**src/rtl/led_seq_pkg.sv**
```systemverilog
// Shared types and constants for the LED pattern sequencer.
package led_seq_pkg;

  localparam int unsigned LED_W = 8;

  typedef enum logic {
    IDLE = 1'b0,
    RUN  = 1'b1
  } seq_state_t;

endpackage

```
**src/rtl/led_pattern_sequencer_if.sv**
```systemverilog
// Configuration/control and LED-drive bundle between the control logic and the sequencer.
interface led_pattern_sequencer_if #(
  parameter int unsigned AW    = 3,
  parameter int unsigned DUR_W = 12
);

  logic                            cfg_we;
  logic [AW-1:0]                   cfg_addr;
  logic [led_seq_pkg::LED_W-1:0]   cfg_pattern;
  logic [DUR_W-1:0]                cfg_dur;
  logic [AW-1:0]                   cfg_last;
  logic                            loop;
  logic                            start;
  logic                            stop;
  logic                            busy;
  logic                            done;
  logic [AW-1:0]                   step_idx;
  logic [led_seq_pkg::LED_W-1:0]   leds;

  modport master (
    output cfg_we, cfg_addr, cfg_pattern, cfg_dur, cfg_last, loop, start, stop,
    input  busy, done, step_idx, leds
  );

  modport slave (
    input  cfg_we, cfg_addr, cfg_pattern, cfg_dur, cfg_last, loop, start, stop,
    output busy, done, step_idx, leds
  );

endinterface

```
**src/rtl/tick_gen.sv**
```systemverilog
// Free-running prescaler: registered one-cycle tick every CLK_FREQ/TICK_HZ cycles.
module tick_gen #(
  parameter int unsigned CLK_FREQ = 25_000_000,
  parameter int unsigned TICK_HZ  = 1000
) (
  input  logic clk,
  input  logic rst,
  input  logic clr,
  output logic tick
);

  localparam int unsigned TICK_DIV = CLK_FREQ / TICK_HZ;
  localparam int unsigned CW       = $clog2(TICK_DIV);

  logic [CW-1:0] count;

  // tick is set one edge early so it is high exactly while count == TICK_DIV-1
  always_ff @(posedge clk) begin
    if (rst || clr) begin
      count <= '0;
      tick  <= 1'b0;
    end else begin
      count <= (count == CW'(TICK_DIV - 1)) ? '0 : count + CW'(1);
      tick  <= (count == CW'(TICK_DIV - 2));
    end
  end

endmodule

```
**src/rtl/led_pattern_sequencer.sv**
```systemverilog
// Plays a programmable list of {pattern, duration} steps onto the LED bank, once or looping.
module led_pattern_sequencer
  import led_seq_pkg::*;
#(
  parameter int unsigned CLK_FREQ = 25_000_000,
  parameter int unsigned TICK_HZ  = 1000,
  parameter int unsigned DEPTH    = 8,
  parameter int unsigned DUR_W    = 12
) (
  input logic                    clk,
  input logic                    rst,
  led_pattern_sequencer_if.slave bus
);

  localparam int unsigned AW = $clog2(DEPTH);

  typedef struct packed {
    logic [LED_W-1:0] pattern;
    logic [DUR_W-1:0] dur;
  } step_t;

  step_t            mem [DEPTH];
  seq_state_t       state_q, state_d;
  logic [AW-1:0]    step_q, step_d, last_q, last_d, nxt_idx_c;
  logic             loop_q, loop_d, busy_q, busy_d, done_q, done_d;
  logic [LED_W-1:0] leds_q, leds_d;
  logic [DUR_W-1:0] rem_q, rem_d;
  logic             tick, clr_c, we_c;
  step_t            ld_c;

  function automatic logic [DUR_W-1:0] dur_floor(input logic [DUR_W-1:0] d);
    return (d == '0) ? DUR_W'(1) : d;
  endfunction

  tick_gen #(.CLK_FREQ(CLK_FREQ), .TICK_HZ(TICK_HZ)) u_tick (
    .clk  (clk),
    .rst  (rst),
    .clr  (clr_c),
    .tick (tick)
  );

  assign nxt_idx_c = (step_q < last_q) ? step_q + AW'(1) : '0;
  assign ld_c      = mem[nxt_idx_c];

  always_ff @(posedge clk) begin
    if (rst) state_q <= IDLE;
    else     state_q <= state_d;
  end

  // Next-state and next-output logic; stop has priority over any tick/advance
  always_comb begin
    state_d = state_q;
    step_d  = step_q;
    last_d  = last_q;
    loop_d  = loop_q;
    leds_d  = leds_q;
    busy_d  = busy_q;
    done_d  = 1'b0;
    rem_d   = rem_q;
    clr_c   = 1'b0;
    we_c    = 1'b0;
    case (state_q)
      IDLE: begin
        we_c = bus.cfg_we;
        if (bus.start && !bus.stop) begin
          state_d = RUN;
          last_d  = bus.cfg_last;
          loop_d  = bus.loop;
          step_d  = '0;
          leds_d  = mem[0].pattern;
          rem_d   = dur_floor(mem[0].dur);
          busy_d  = 1'b1;
          clr_c   = 1'b1;
        end
      end
      RUN: begin
        if (bus.stop) begin
          state_d = IDLE;
          leds_d  = '0;
          busy_d  = 1'b0;
          step_d  = '0;
        end else if (tick) begin
          if (rem_q == DUR_W'(1)) begin
            if ((step_q < last_q) || loop_q) begin
              step_d = nxt_idx_c;
              leds_d = ld_c.pattern;
              rem_d  = dur_floor(ld_c.dur);
            end else begin
              state_d = IDLE;
              leds_d  = '0;
              busy_d  = 1'b0;
              done_d  = 1'b1;
              step_d  = '0;
            end
          end else begin
            rem_d = rem_q - DUR_W'(1);
          end
        end
      end
      default: state_d = IDLE;
    endcase
  end

  always_ff @(posedge clk) begin
    if (rst) begin
      step_q <= '0;
      last_q <= '0;
      loop_q <= 1'b0;
      leds_q <= '0;
      busy_q <= 1'b0;
      done_q <= 1'b0;
      rem_q  <= '0;
    end else begin
      step_q <= step_d;
      last_q <= last_d;
      loop_q <= loop_d;
      leds_q <= leds_d;
      busy_q <= busy_d;
      done_q <= done_d;
      rem_q  <= rem_d;
    end
  end

  // Step memory is flops so that reset clears every entry
  always_ff @(posedge clk) begin
    if (rst) begin
      for (int i = 0; i < int'(DEPTH); i++) mem[i] <= '0;
    end else if (we_c) begin
      mem[bus.cfg_addr] <= '{pattern: bus.cfg_pattern, dur: bus.cfg_dur};
    end
  end

  assign bus.leds     = leds_q;
  assign bus.busy     = busy_q;
  assign bus.done     = done_q;
  assign bus.step_idx = step_q;

endmodule
```
**src/flat_wrapper.sv**
```systemverilog
// flat-port wrapper written by rule: the top's interface ports become plain ports
module led_pattern_sequencer_flat import led_seq_pkg::*;
#(
  parameter int unsigned CLK_FREQ = 25_000_000,
  parameter int unsigned TICK_HZ  = 1000,
  parameter int unsigned DEPTH    = 8,
  parameter int unsigned DUR_W    = 12
)
  (clk, rst, bus_cfg_we, bus_cfg_addr, bus_cfg_pattern, bus_cfg_dur, bus_cfg_last, bus_loop, bus_start, bus_stop, bus_busy, bus_done, bus_step_idx, bus_leds);
  led_pattern_sequencer_if #(.DUR_W(DUR_W)) bus_i ();
  input logic clk;
  input logic rst;
  input wire logic [$bits(bus_i.cfg_we)-1:0] bus_cfg_we;
  input wire logic [$bits(bus_i.cfg_addr)-1:0] bus_cfg_addr;
  input wire logic [$bits(bus_i.cfg_pattern)-1:0] bus_cfg_pattern;
  input wire logic [$bits(bus_i.cfg_dur)-1:0] bus_cfg_dur;
  input wire logic [$bits(bus_i.cfg_last)-1:0] bus_cfg_last;
  input wire logic [$bits(bus_i.loop)-1:0] bus_loop;
  input wire logic [$bits(bus_i.start)-1:0] bus_start;
  input wire logic [$bits(bus_i.stop)-1:0] bus_stop;
  output wire logic [$bits(bus_i.busy)-1:0] bus_busy;
  output wire logic [$bits(bus_i.done)-1:0] bus_done;
  output wire logic [$bits(bus_i.step_idx)-1:0] bus_step_idx;
  output wire logic [$bits(bus_i.leds)-1:0] bus_leds;
  assign bus_i.cfg_we = bus_cfg_we;
  assign bus_i.cfg_addr = bus_cfg_addr;
  assign bus_i.cfg_pattern = bus_cfg_pattern;
  assign bus_i.cfg_dur = bus_cfg_dur;
  assign bus_i.cfg_last = bus_cfg_last;
  assign bus_i.loop = bus_loop;
  assign bus_i.start = bus_start;
  assign bus_i.stop = bus_stop;
  assign bus_busy = bus_i.busy;
  assign bus_done = bus_i.done;
  assign bus_step_idx = bus_i.step_idx;
  assign bus_leds = bus_i.leds;
  led_pattern_sequencer #(.CLK_FREQ(CLK_FREQ), .TICK_HZ(TICK_HZ), .DEPTH(DEPTH), .DUR_W(DUR_W)) u_core (.clk(clk), .rst(rst), .bus(bus_i));
endmodule
```
**config.mk**
```make
export PLATFORM = sky130hd
export DESIGN_NAME = led_pattern_sequencer_flat
export DESIGN_NICKNAME = d
export VERILOG_FILES = /design/src/rtl/led_seq_pkg.sv /design/src/rtl/led_pattern_sequencer_if.sv /design/src/rtl/tick_gen.sv /design/src/rtl/led_pattern_sequencer.sv /design/src/flat_wrapper.sv
export SDC_FILE = /design/constraint.sdc
export NUM_CORES = 1
export LEC_CHECK = 0
export BUFFER_PORTS_ARGS = -buffer_cell sky130_fd_sc_hd__buf_2
export CORE_UTILIZATION = 56
export DETAILED_ROUTE_END_ITERATION = 10
export PLACE_DENSITY = 0.76
export SLEW_MARGIN = 25
export SYNTH_ARGS = -nofsm -noshare
export SYNTH_HDL_FRONTEND = slang
export SYNTH_SLANG_ARGS = --single-unit
```
**constraint.sdc**
```tcl
create_clock -name clk -period 2.3 [get_ports clk]
set_input_delay 0.46 -clock clk [delete_from_list [all_inputs] [get_ports clk]]
set_output_delay 0.46 -clock clk [all_outputs]
set_load 0.005 [all_outputs]
```
After elaboration in Yosys (flattened, before gate mapping) --
Memories as Yosys holds them, arrays and structs flattened. Cells that the tools add are included.
Storage, ports and cells: input bits 32, bits in latches 0, memory bits (read-only) 0, memories 1, logic and storage cells 85, flip-flop bits (word level) 46, output and inout bits 13, memory bits (writable) 160
Memory list:
- u_core.mem | words 8, width 20, read ports 2, clocked after memory_dff 0, write ports 8, RTL line led_pattern_sequencer.sv:22 | step_t mem [DEPTH];
Cells by class: eq/ne operators 10, bitwise operators 3, multiplexer cells 44, add/sub/neg operators 3, divide/modulo/power cells 0, multipliers 0, magnitude comparators 1, shift operators 0, reduce and logical (&&, ||, !) cells 13
Operators by type and width (number):
- $mux 12 | 7
- $mux 8 | 5
- $eq 15x15->1 const B | 2
- $logic_not 12->1 | 2
- $pmux 12 s2 | 1
- $mux 3 | 7
- $mux 20 | 1
- $reduce_or 20->1 | 1
- $mux 1 | 19
- $pmux 8 s2 | 1
- $add 15x1->15 const B | 1
- $eq 12x1->1 const B | 1
- $ne 3x3->1 const B | 4
- $sub 12x1->12 const B | 1
- $reduce_and 4->1 | 2
- $pmux 3 s2 | 1
- $reduce_or 5->1 | 1
- $ne 2x2->1 const B | 2
- $pmux 1 s2 | 2
- $add 3x1->3 const B | 1
- $lt 3x3->1 | 1
- $not 1->1 | 3
- $reduce_and 3->1 | 1
- $logic_or 1x1->1 | 2
- other kinds (5) | 5

Logic depth before layout (Yosys ltp) --
Gate-level depths: netlist of the first run. An unclocked memory read counts as a cell.
depth after elaboration 10, mapped depth 12, mapped depth without buffers 9

Cells and area by module --
A second synthesis of the first run with hierarchy kept.
Unflattened totals: cells, all modules 898, area total of the unflattened synthesis 10073.4 µm²
Modules (own cells, without submodules):
- led_pattern_sequencer | cells an instance 817, area an instance 9362.7 µm², seq. area each 5405.2 µm², times used 1
- tick_gen | cells an instance 81, area an instance 710.7 µm², seq. area each 320.3 µm², times used 1

Worst setup path after synthesis of the first run --
No wires, ideal clock.
path type register -> register, start register u_core.step_q[2], in the netlist u_core.bus.step_idx[2], end register u_core.leds_q[0], in the netlist u_core.bus.leds[0], slack -0.082 ns, path buffers 3, library setup time 0.140 ns, period minus slack after synthesis 2.382 ns, required time 2.160 ns, arrival time 2.242 ns, stages on the path, launching flop included 11, cell sequence dfxtp_1 > ha_1 > buf_4 > a21o_1 > a311oi_2 > buf_6 > buf_2 > o211ai_1 > a31oi_1 > o221a_1 > nor3_2
Between the ends: cells in the longest elaborated chain, start to end 8, elaborated cells between the ends (all ways) 10, those cells by class add/sub: 1; order compare: 1; mux: 6; reduce/logical: 1; memory: 1
Ends and longest elaborated chain:
- start: declaration | RTL line led_pattern_sequencer.sv:24 | logic [AW-1:0] step_q, step_d, last_q, last_d, nxt_idx_c;
- start signal: assignment | RTL line led_pattern_sequencer.sv:114 | step_q <= step_d;
- $add 3x1->3 or $lt 3x3->1 (tied branches) | RTL line led_pattern_sequencer.sv:42, led_pattern_sequencer.sv:84
- $mux 3 | RTL line led_pattern_sequencer.sv:42 | assign nxt_idx_c = (step_q < last_q) ? step_q + AW'(1) : '0;
- $mem_v2 8x20
- $mux 8 * | RTL line led_pattern_sequencer.sv:84 | if ((step_q < last_q) || loop_q) begin
- $mux 8 * | RTL line led_pattern_sequencer.sv:83 | if (rem_q == DUR_W'(1)) begin
- $mux 8 * | RTL line led_pattern_sequencer.sv:82 | end else if (tick) begin
- $mux 8 * | RTL line led_pattern_sequencer.sv:77 | if (bus.stop) begin
- $pmux 8 s2 * | RTL line led_pattern_sequencer.sv:62 | case (state_q)
- end signal: assignment | RTL line led_pattern_sequencer.sv:117 | leds_q <= leds_d;
- end: declaration | RTL line led_pattern_sequencer.sv:26 | logic [LED_W-1:0] leds_q, leds_d;
Every way passes the cells marked *; elsewhere a longest branch is shown, timed or not. The select of a mux whose other input is x is not followed. A chain may end at the register's enable or synchronous reset.

Final worst setup path of the first run --
start register u_core.last_q[2], end register u_core.rem_q[0]
Between the ends: cells in the longest elaborated chain, start to end 10, elaborated cells between the ends (all ways) 13, those cells by class order compare: 1; eq/ne: 1; mux: 7; reduce/logical: 3; memory: 1
Ends and longest elaborated chain:
- start: declaration | RTL line led_pattern_sequencer.sv:24
- start signal: assignment | RTL line led_pattern_sequencer.sv:115 | last_q <= last_d;
- $lt 3x3->1 * | RTL line led_pattern_sequencer.sv:42, led_pattern_sequencer.sv:84
- $mux 3 | RTL line led_pattern_sequencer.sv:42
- $mem_v2 8x20
- $logic_not 12->1 | RTL line led_pattern_sequencer.sv:32 | return (d == '0) ? DUR_W'(1) : d;
- $mux 12 | RTL line led_pattern_sequencer.sv:32
- $mux 12 | RTL line led_pattern_sequencer.sv:84
- $mux 12 | RTL line led_pattern_sequencer.sv:83
- $mux 12 | RTL line led_pattern_sequencer.sv:82
- $mux 12 | RTL line led_pattern_sequencer.sv:77
- $pmux 12 s2 | RTL line led_pattern_sequencer.sv:62
- end signal: assignment | RTL line led_pattern_sequencer.sv:120 | rem_q <= rem_d;
- end: declaration | RTL line led_pattern_sequencer.sv:27 | logic [DUR_W-1:0] rem_q, rem_d;
Marked as above.

==> results.cfg, run 1 <==
[clock_network]
cts_tree = done
htree_levels = 1
cts_hold_buf = 0
clk_pin_slew_worst_paths_ns = 0.06
root_buffer = clkbuf_16
cts_buffers = 23
cts_buffer_depth = 3
clk_latency_ns = 0.51
clock-sinks = 206

[yosys]
syn_inst = 852
ys.warnings.count = 0
syn_area_um2 = 10000
seq_area_frac_synth_pct = 57.1
synth_fa_ha_area_share_pct = 0.873
synth_edf_count = 160
synth_compound_area_share_pct = 9.96
synthSimpleGateAreaFrac_pct = 22.3
synthArstFlopShare_pct = 0
ys_ff_latch = 206
synth-xor-area-share_pct = 2.07
synth_top_family_by_area = simple AND/OR/NAND/NOR gates
synth_cell_types = 71
syn-num-nets = 891
synth.avg_cell_area_um2 = 11.8
synthFlopType = edfxtp_1
synthMuxAreaShare_pct = 3.89

[detailed_routing]
drtPass1Iterations = 5
wl_per_cell_um = 19.5
drc = 0
ant_nets = 0
wl_mm = 23.1
viasPerCell = 5.89
via_count = 6985
drt_first_iter_violations = 587

[floorplanning]
coreArea_um2 = 17400
ios = 45
die_w_um = 136
dieHeight_um = 136
initial_utilization_pct = 57.6
dieArea_um2 = 18400
num_rows = 48

[worst_hold_path]
hp-class = primary input to register

[timing]
tns_ns = -0.414
finalSetupViolations = 11
worstMarginPinSlew_ns = 0.532
hold_viol = 0
slew_headroom_pct = 64.6
fmax_ghz = 0.422
rsz0062_at_grt = true
skew_ns = 0.0103
period_minus_slack_ns = 2.37
worst_slack_ns = -0.0715
fin_crit_sh_pct = 103
slew_violations = 0

[setup_path]
worstPathMaxFanout = 5
path_buf_inv = 3
arrival_ns = 2.82
cp_slowest_cell = a311oi_4
crit_family = compound AO/OA/AOI/OAI gates
required_ns = 2.75
critPathKind = register to register
cp-start-kind = register
slowest_delay_ns = 0.40
path_cells = inv_2 -> ha_4 -> a21o_4 -> a311oi_4 -> buf_6 -> mux2i_2 -> mux2i_1 -> o211ai_1 -> buf_4 -> nand2_2 -> o21ai_2
endpoint_kind = register

[global_routing]
grt_pass1_vias = 6860
overflow = 0
grt_max_degree = 40
grt_usage_pct = 26.2
grt_pass1_wl_mm = 37.0
antenna_found_initial = 0

[finish]
drive_gt1_share_pct = 24.8
n_antenna_cell = 0
fin_nets = 984
fillers = 1257
area_delta_synth_final_pct = 18.3
finalNonFillerCells = 1186
layout_common_cells = 161 x and2_1, 160 x edfxtp_1, 63 x buf_4
final_common_cell = and2_1

[placement]
portBuffers = 44
place_inst = 1136
dpl.hpwl_mm = 15.6
gp_congestion = 0.878

[outcome]
violations = setup timing
outcome = finished, violations left

[power]
p_leak_nw = 4.43
power_density_nw_per_um2 = 774
peakVddDrop_mv = 0.759

[job]
drv_cap = 0
## cells in the mapped netlist, types with 10 or more instances
| library cell | n | area share (%) |
|---|---|---|
| nand2_1 | 62 | 2.3 |
| nor2_1 | 60 | 2.2 |
| xor2_1 | 10 | 0.87 |
| or2_2 | 10 | 0.62 |
| nand3_1 | 32 | 1.6 |
| mux2i_1 | 12 | 1.2 |
| mux4_2 | 11 | 2.5 |
| xnor2_1 | 10 | 0.87 |
| and2_1 | 162 | 10 |
| a211oi_1 | 10 | 0.75 |
| a21oi_1 | 16 | 0.80 |
| nand2b_1 | 14 | 0.87 |
| dfxtp_1 | 46 | 9.2 |
| nor3_1 | 12 | 0.60 |
| clkbuf_1 | 27 | 1.0 |
| o211ai_1 | 21 | 1.6 |
| a31oi_1 | 10 | 0.62 |
| inv_1 | 14 | 0.52 |
| edfxtp_1 | 160 | 48 |
| buf_2 | 13 | 0.65 |
## final timing paths
kind / cells after the start / slack [ns] / start / to
setup / recovery: 11 / -0.07 / u_core.last_q[2]$_SDFFE_PP0P_ / u_core.rem_q[0]$_SDFFE_PP0P_
hold reg to reg: 2 / 0.47 / u_core.last_q[1]$_SDFFE_PP0P_ / u_core.last_q[1]$_SDFFE_PP0P_
hold / removal: 3 / 0.18 / bus_cfg_last[0] / u_core.last_q[0]$_SDFFE_PP0P_
setup reg to reg: 11 / -0.07 / u_core.last_q[2]$_SDFFE_PP0P_ / u_core.rem_q[0]$_SDFFE_PP0P_
## metrics by stage
stage / instance area (um^2) / power, W / utilization, % / hold WS [ns] / setup slack, ns
6_report: 11900 / 0.00918 / 68.1 / 0.183 / -0.0715
5_1_grt: 11900 / 0.00951 / 68.1 / 0.191 / -0.233
4_1_cts: 11800 / 0.00917 / 67.7 / 0.168 / 0.00500
3_5_place_dp: 10900 / 0.00563 / 62.6 / 0.457 / -0.141
3_3_place_gp: 10900 / 0.00561 / 62.6 / 0.445 / -0.114
2_1_floorplan: 10000 / 0.00513 / - / 0.430 / 0.0194
## repair_timing
item	in CTS	in global routing
pin swaps	8	10
gates cloned	2	1
buffers inserted	5	3
resized for setup	23	15
endpoints found under the setup margin	16	14
## layout make-up
| type | count | area [um^2] | area share [%] |
|---|---|---|---|
| flip-flops and latches | 206 | 5730 | 48.3 |
| multi-input cells | 576 | 4080 | 34.4 |
| repair buffers | 122 | 967 | 8.15 |
| clock buffers | 27 | 611 | 5.15 |
| well taps | 225 | 282 | 2.37 |
| clock inverters | 14 | 119 | 1.00 |
| inverters | 15 | 60.1 | 0.506 |
| repair inverters | 1 | 7.51 | 0.0633 |
## per-layer routing
| layer | vias up | global-route usage, % | share of wire (%) |
|---|---|---|---|
| met4 | 0 | 5.93 | 1.7 |
| met1 | 3385 | 38.0 | 44 |
| met2 | 291 | 41.2 | 47 |
| met3 | 30 | 4.40 | 7.5 |
| li1 | 3279 | - | - |
| met5 | - | 0 | 0 |
## flip-flops by register name, summed over array words and instances (netlist names)
| signal | flops |
|---|---|
| u_core.loop_q | 1 |
| u_core.bus.step_idx | 3 |
| u_core.bus.busy | 1 |
| u_core.bus.leds | 8 |
| u_core.state_q | 1 |
| u_core.mem | 160 |
| u_core.u_tick.count | 15 |
| u_core.rem_q | 12 |
| u_core.u_tick.tick | 1 |
| u_core.last_q | 3 |
| u_core.bus.done | 1 |
## where the power goes
| group | internal [W] | switching [W] |
|---|---|---|
| Sequential | 0.00419 | 0.0000948 |
| Clock | 0.00203 | 0.00148 |
| Combinational | 0.000625 | 0.000770 |
## kinds of logic after synthesis
logic type      count (synthesis)
flops                         206
mux                            25
fa+ha+maj                       7
simple gates                  401
xor+xnor                       22
compound gates                121
buf+inv                        70
## worst register-to-register path: stages (launching register included)
cell and delay, ns:
dfxtp_2 0.33, inv_2 0.05, ha_4 0.26, a21o_4 0.23, a311oi_4 0.41, buf_6 0.20
mux2i_2 0.21, mux2i_1 0.10, o211ai_1 0.16, buf_4 0.17, nand2_2 0.06, o21ai_2 0.14
No activity file was read; power rests on OpenSTA's default activity.
==> inputs of run 2 (changes only) <==
--- a/config.mk
+++ b/config.mk
@@ -8,7 +8,7 @@
 export BUFFER_PORTS_ARGS = -buffer_cell sky130_fd_sc_hd__buf_2
 export CORE_UTILIZATION = 56
 export DETAILED_ROUTE_END_ITERATION = 10
-export PLACE_DENSITY = 0.76
+export PLACE_DENSITY = 0.84
 export SLEW_MARGIN = 25
 export SYNTH_ARGS = -nofsm -noshare
 export SYNTH_HDL_FRONTEND = slang
==> run 2 against run 1 <==
The flow still finishes with violations (setup timing). Sequential share of layout area down 0.19 points. Die area unchanged. Final cell count down 0.17%. Count of clock-buffer cells in the layout down 1. Worst hold slack better by 0.021 ns. Design area up 0.34%. Global-route usage up 0.65 points. Clock skew down 0.00069 ns. Combinational power up 7%. Critical path type unchanged. Largest power group unchanged. Highest routed layer unchanged.
==> results.cfg, run 2 (synthesis results as in run 1) <==
[outcome]
outcome = finished, violations left
violations = setup timing

[finish]
fin_util_pct = 68.3
drive_gt1_share_pct = 25.1
regMostFlops = u_core.mem
reg_top3 = u_core.mem: 160 flops, u_core.u_tick.count: 15 flops, u_core.rem_q: 12 flops
area_delta_synth_final_pct = 18.7
largest_reg_flops = 160
final_cell_area_um2 = 11900
final_common_cell = and2_1
fin_nets = 983
n_antenna_cell = 0
multi_input_area_um2 = 4170
fillers = 1160
regArea_um2 = 5730
layout_common_cells = 161 x and2_1, 160 x edfxtp_1, 60 x nor2_1

[placement]
dpl.hpwl_mm = 15.8
placed_cell_area_um2 = 10900
portBuffers = 44
gp_congestion = 0.881

[setup_path]
endpoint_kind = register
arrival_ns = 2.82
slowest_delay_ns = 0.33
cp_slowest_cell = dfxtp_2
path_cells = inv_2 -> ha_4 -> a21o_4 -> a311oi_4 -> buf_6 -> clkbuf_16 -> mux2i_1 -> mux2i_1 -> o211ai_1 -> buf_4 -> nand2_2 -> o21ai_1
critPathKind = register to register
crit_path_frequent_cell = mux2i_1
cp-start-kind = register
required_ns = 2.75
worstPathMaxFanout = 6

[job]
drv_cap = 0

[clock_network]
clk_latency_ns = 0.51
root_buffer = clkbuf_16
cts_buffer_depth = 3
cts_tree = done
cts_buffers = 22
clock-sinks = 206
clk_pin_slew_worst_paths_ns = 0.06
htree_levels = 1

[detailed_routing]
wl_mm = 24.8
via_count = 7201
wl_per_cell_um = 20.9
viasPerCell = 6.08
drc = 0
drtPass1Iterations = 5
ant_nets = 0
drt_first_iter_violations = 712

[timing]
skew_ns = 0.00965
slew_headroom_pct = 64.3
fin_crit_sh_pct = 103
finalSetupViolations = 5
worstMarginPinSlew_ns = 0.536
hold_viol = 0
rsz0062_at_grt = true
worst_slack_ns = -0.0755
fmax_ghz = 0.421
slew_violations = 0
period_minus_slack_ns = 2.38

[power]
p_int_w = 0.00661
p_sw_share_pct = 26.3
clkPwrFrac_pct = 35.4
pwr-share-comb_pct = 16.8
p_leak_nw = 4.43
power_density_nw_per_um2 = 754
switchingPower_w = 0.00236
seqPwrFrac_pct = 47.8
peakVddDrop_mv = 0.582

[floorplanning]
ios = 45
dieHeight_um = 136
coreArea_um2 = 17400
num_rows = 48
die_w_um = 136
dieArea_um2 = 18400
initial_utilization_pct = 57.6

[global_routing]
overflow = 0
grt_max_degree = 40
grt_usage_pct = 26.8
antenna_found_initial = 0
grt_pass1_wl_mm = 37.6
grt_pass1_vias = 6869

[worst_hold_path]
hp-class = primary input to register
## run 2: cell types whose count changed in the layout (fill, tap and decap cells not counted), moves of 3 or more
| cell | previous run | this run |
|---|---|---|
| a211oi_2 | 11 | 8 |
| buf_4 | 63 | 58 |
| buf_8 | 0 | 3 |
| clkinv_1 | 5 | 8 |
| clkinv_2 | 2 | 5 |
| clkinv_4 | 3 | 0 |
| clkinvlp_4 | 3 | 0 |
| nand2_1 | 60 | 56 |
| nand2_2 | 2 | 6 |
| o22ai_1 | 8 | 4 |
| o22ai_4 | 0 | 3 |
| o32ai_1 | 9 | 6 |
| o32ai_2 | 0 | 3 |
## run 2: repair_timing
item	in CTS	in global routing
hold buffers	0	0
gates resized for setup	7	48
pin swaps	4	40
buffers inserted	3	5
gates cloned	1	2
setup endpoints to repair	20	21
## run 2: power by group through the flow
stage	Combinational [W]	Sequential, W	Clock (W)
after global placement	0.00128	0.00434	0
after floorplan	0.000812	0.00432	0
after detailed placement	0.00130	0.00435	0
after global routing	0.00160	0.00430	0.00334
after CTS	0.00135	0.00427	0.00319
final	0.00150	0.00429	0.00318
## run 2: critical path: cells and delay by family (launching register included)
family,cells,cell delay (ns)
AOI/OAI and AO/OA,4,0.84
and+or+nand+nor,1,0.04
adders and majority gates,1,0.26
buffers and inverters,4,0.54
DFF,1,0.33
muxes,2,0.31
## run 2: final cells by class
class                   count  share of cell area (%)
flip-flops and latches    206                    48.1
multi-input cells         576                    35.1
repair buffers            123                    8.63
clock buffers              26                    4.75
well taps                 225                    2.37
clock inverters            13                   0.568
inverters                  15                   0.473
## run 2: path summary, 6_finish.rpt
| path | start | to | slack, ns | depth (start not counted) |
|---|---|---|---|---|
| min | bus_cfg_last[1] | u_core.last_q[1]$_SDFFE_PP0P_ | 0.20 | 3 |
| min reg2reg | u_core.last_q[1]$_SDFFE_PP0P_ | u_core.last_q[1]$_SDFFE_PP0P_ | 0.46 | 2 |
| max reg2reg | u_core.last_q[2]$_SDFFE_PP0P_ | u_core.rem_q[0]$_SDFFE_PP0P_ | -0.08 | 12 |
| max | u_core.last_q[2]$_SDFFE_PP0P_ | u_core.rem_q[0]$_SDFFE_PP0P_ | -0.08 | 12 |
## run 2: metrics by stage
| stage | setup slack [ns] | setup TNS [ns] | hold WS, ns | total power, W | instances |
|---|---|---|---|---|---|
| after floorplan | 0.0194 | 0 | 0.430 | 0.00513 | 852 |
| after global placement | -0.102 | -0.522 | 0.440 | 0.00562 | 1135 |
| after detailed placement | -0.116 | -1.05 | 0.454 | 0.00565 | 1135 |
| after CTS | 0.0210 | 0 | 0.189 | 0.00882 | 1178 |
| after global routing | -0.177 | -1.00 | 0.207 | 0.00924 | 1184 |
| final | -0.0755 | -0.246 | 0.205 | 0.00897 | 1184 |
## run 2: routing by layer
| layer | vias to the layer above | track usage [%] | wire [um] |
|---|---|---|---|
| li1 | 3266 | - | - |
| met1 | 3515 | 37.8 | 10200 |
| met2 | 364 | 42.7 | 11800 |
| met3 | 56 | 4.88 | 2130 |
| met4 | 0 | 7.12 | 599 |
| met5 | - | 0 | 0 |
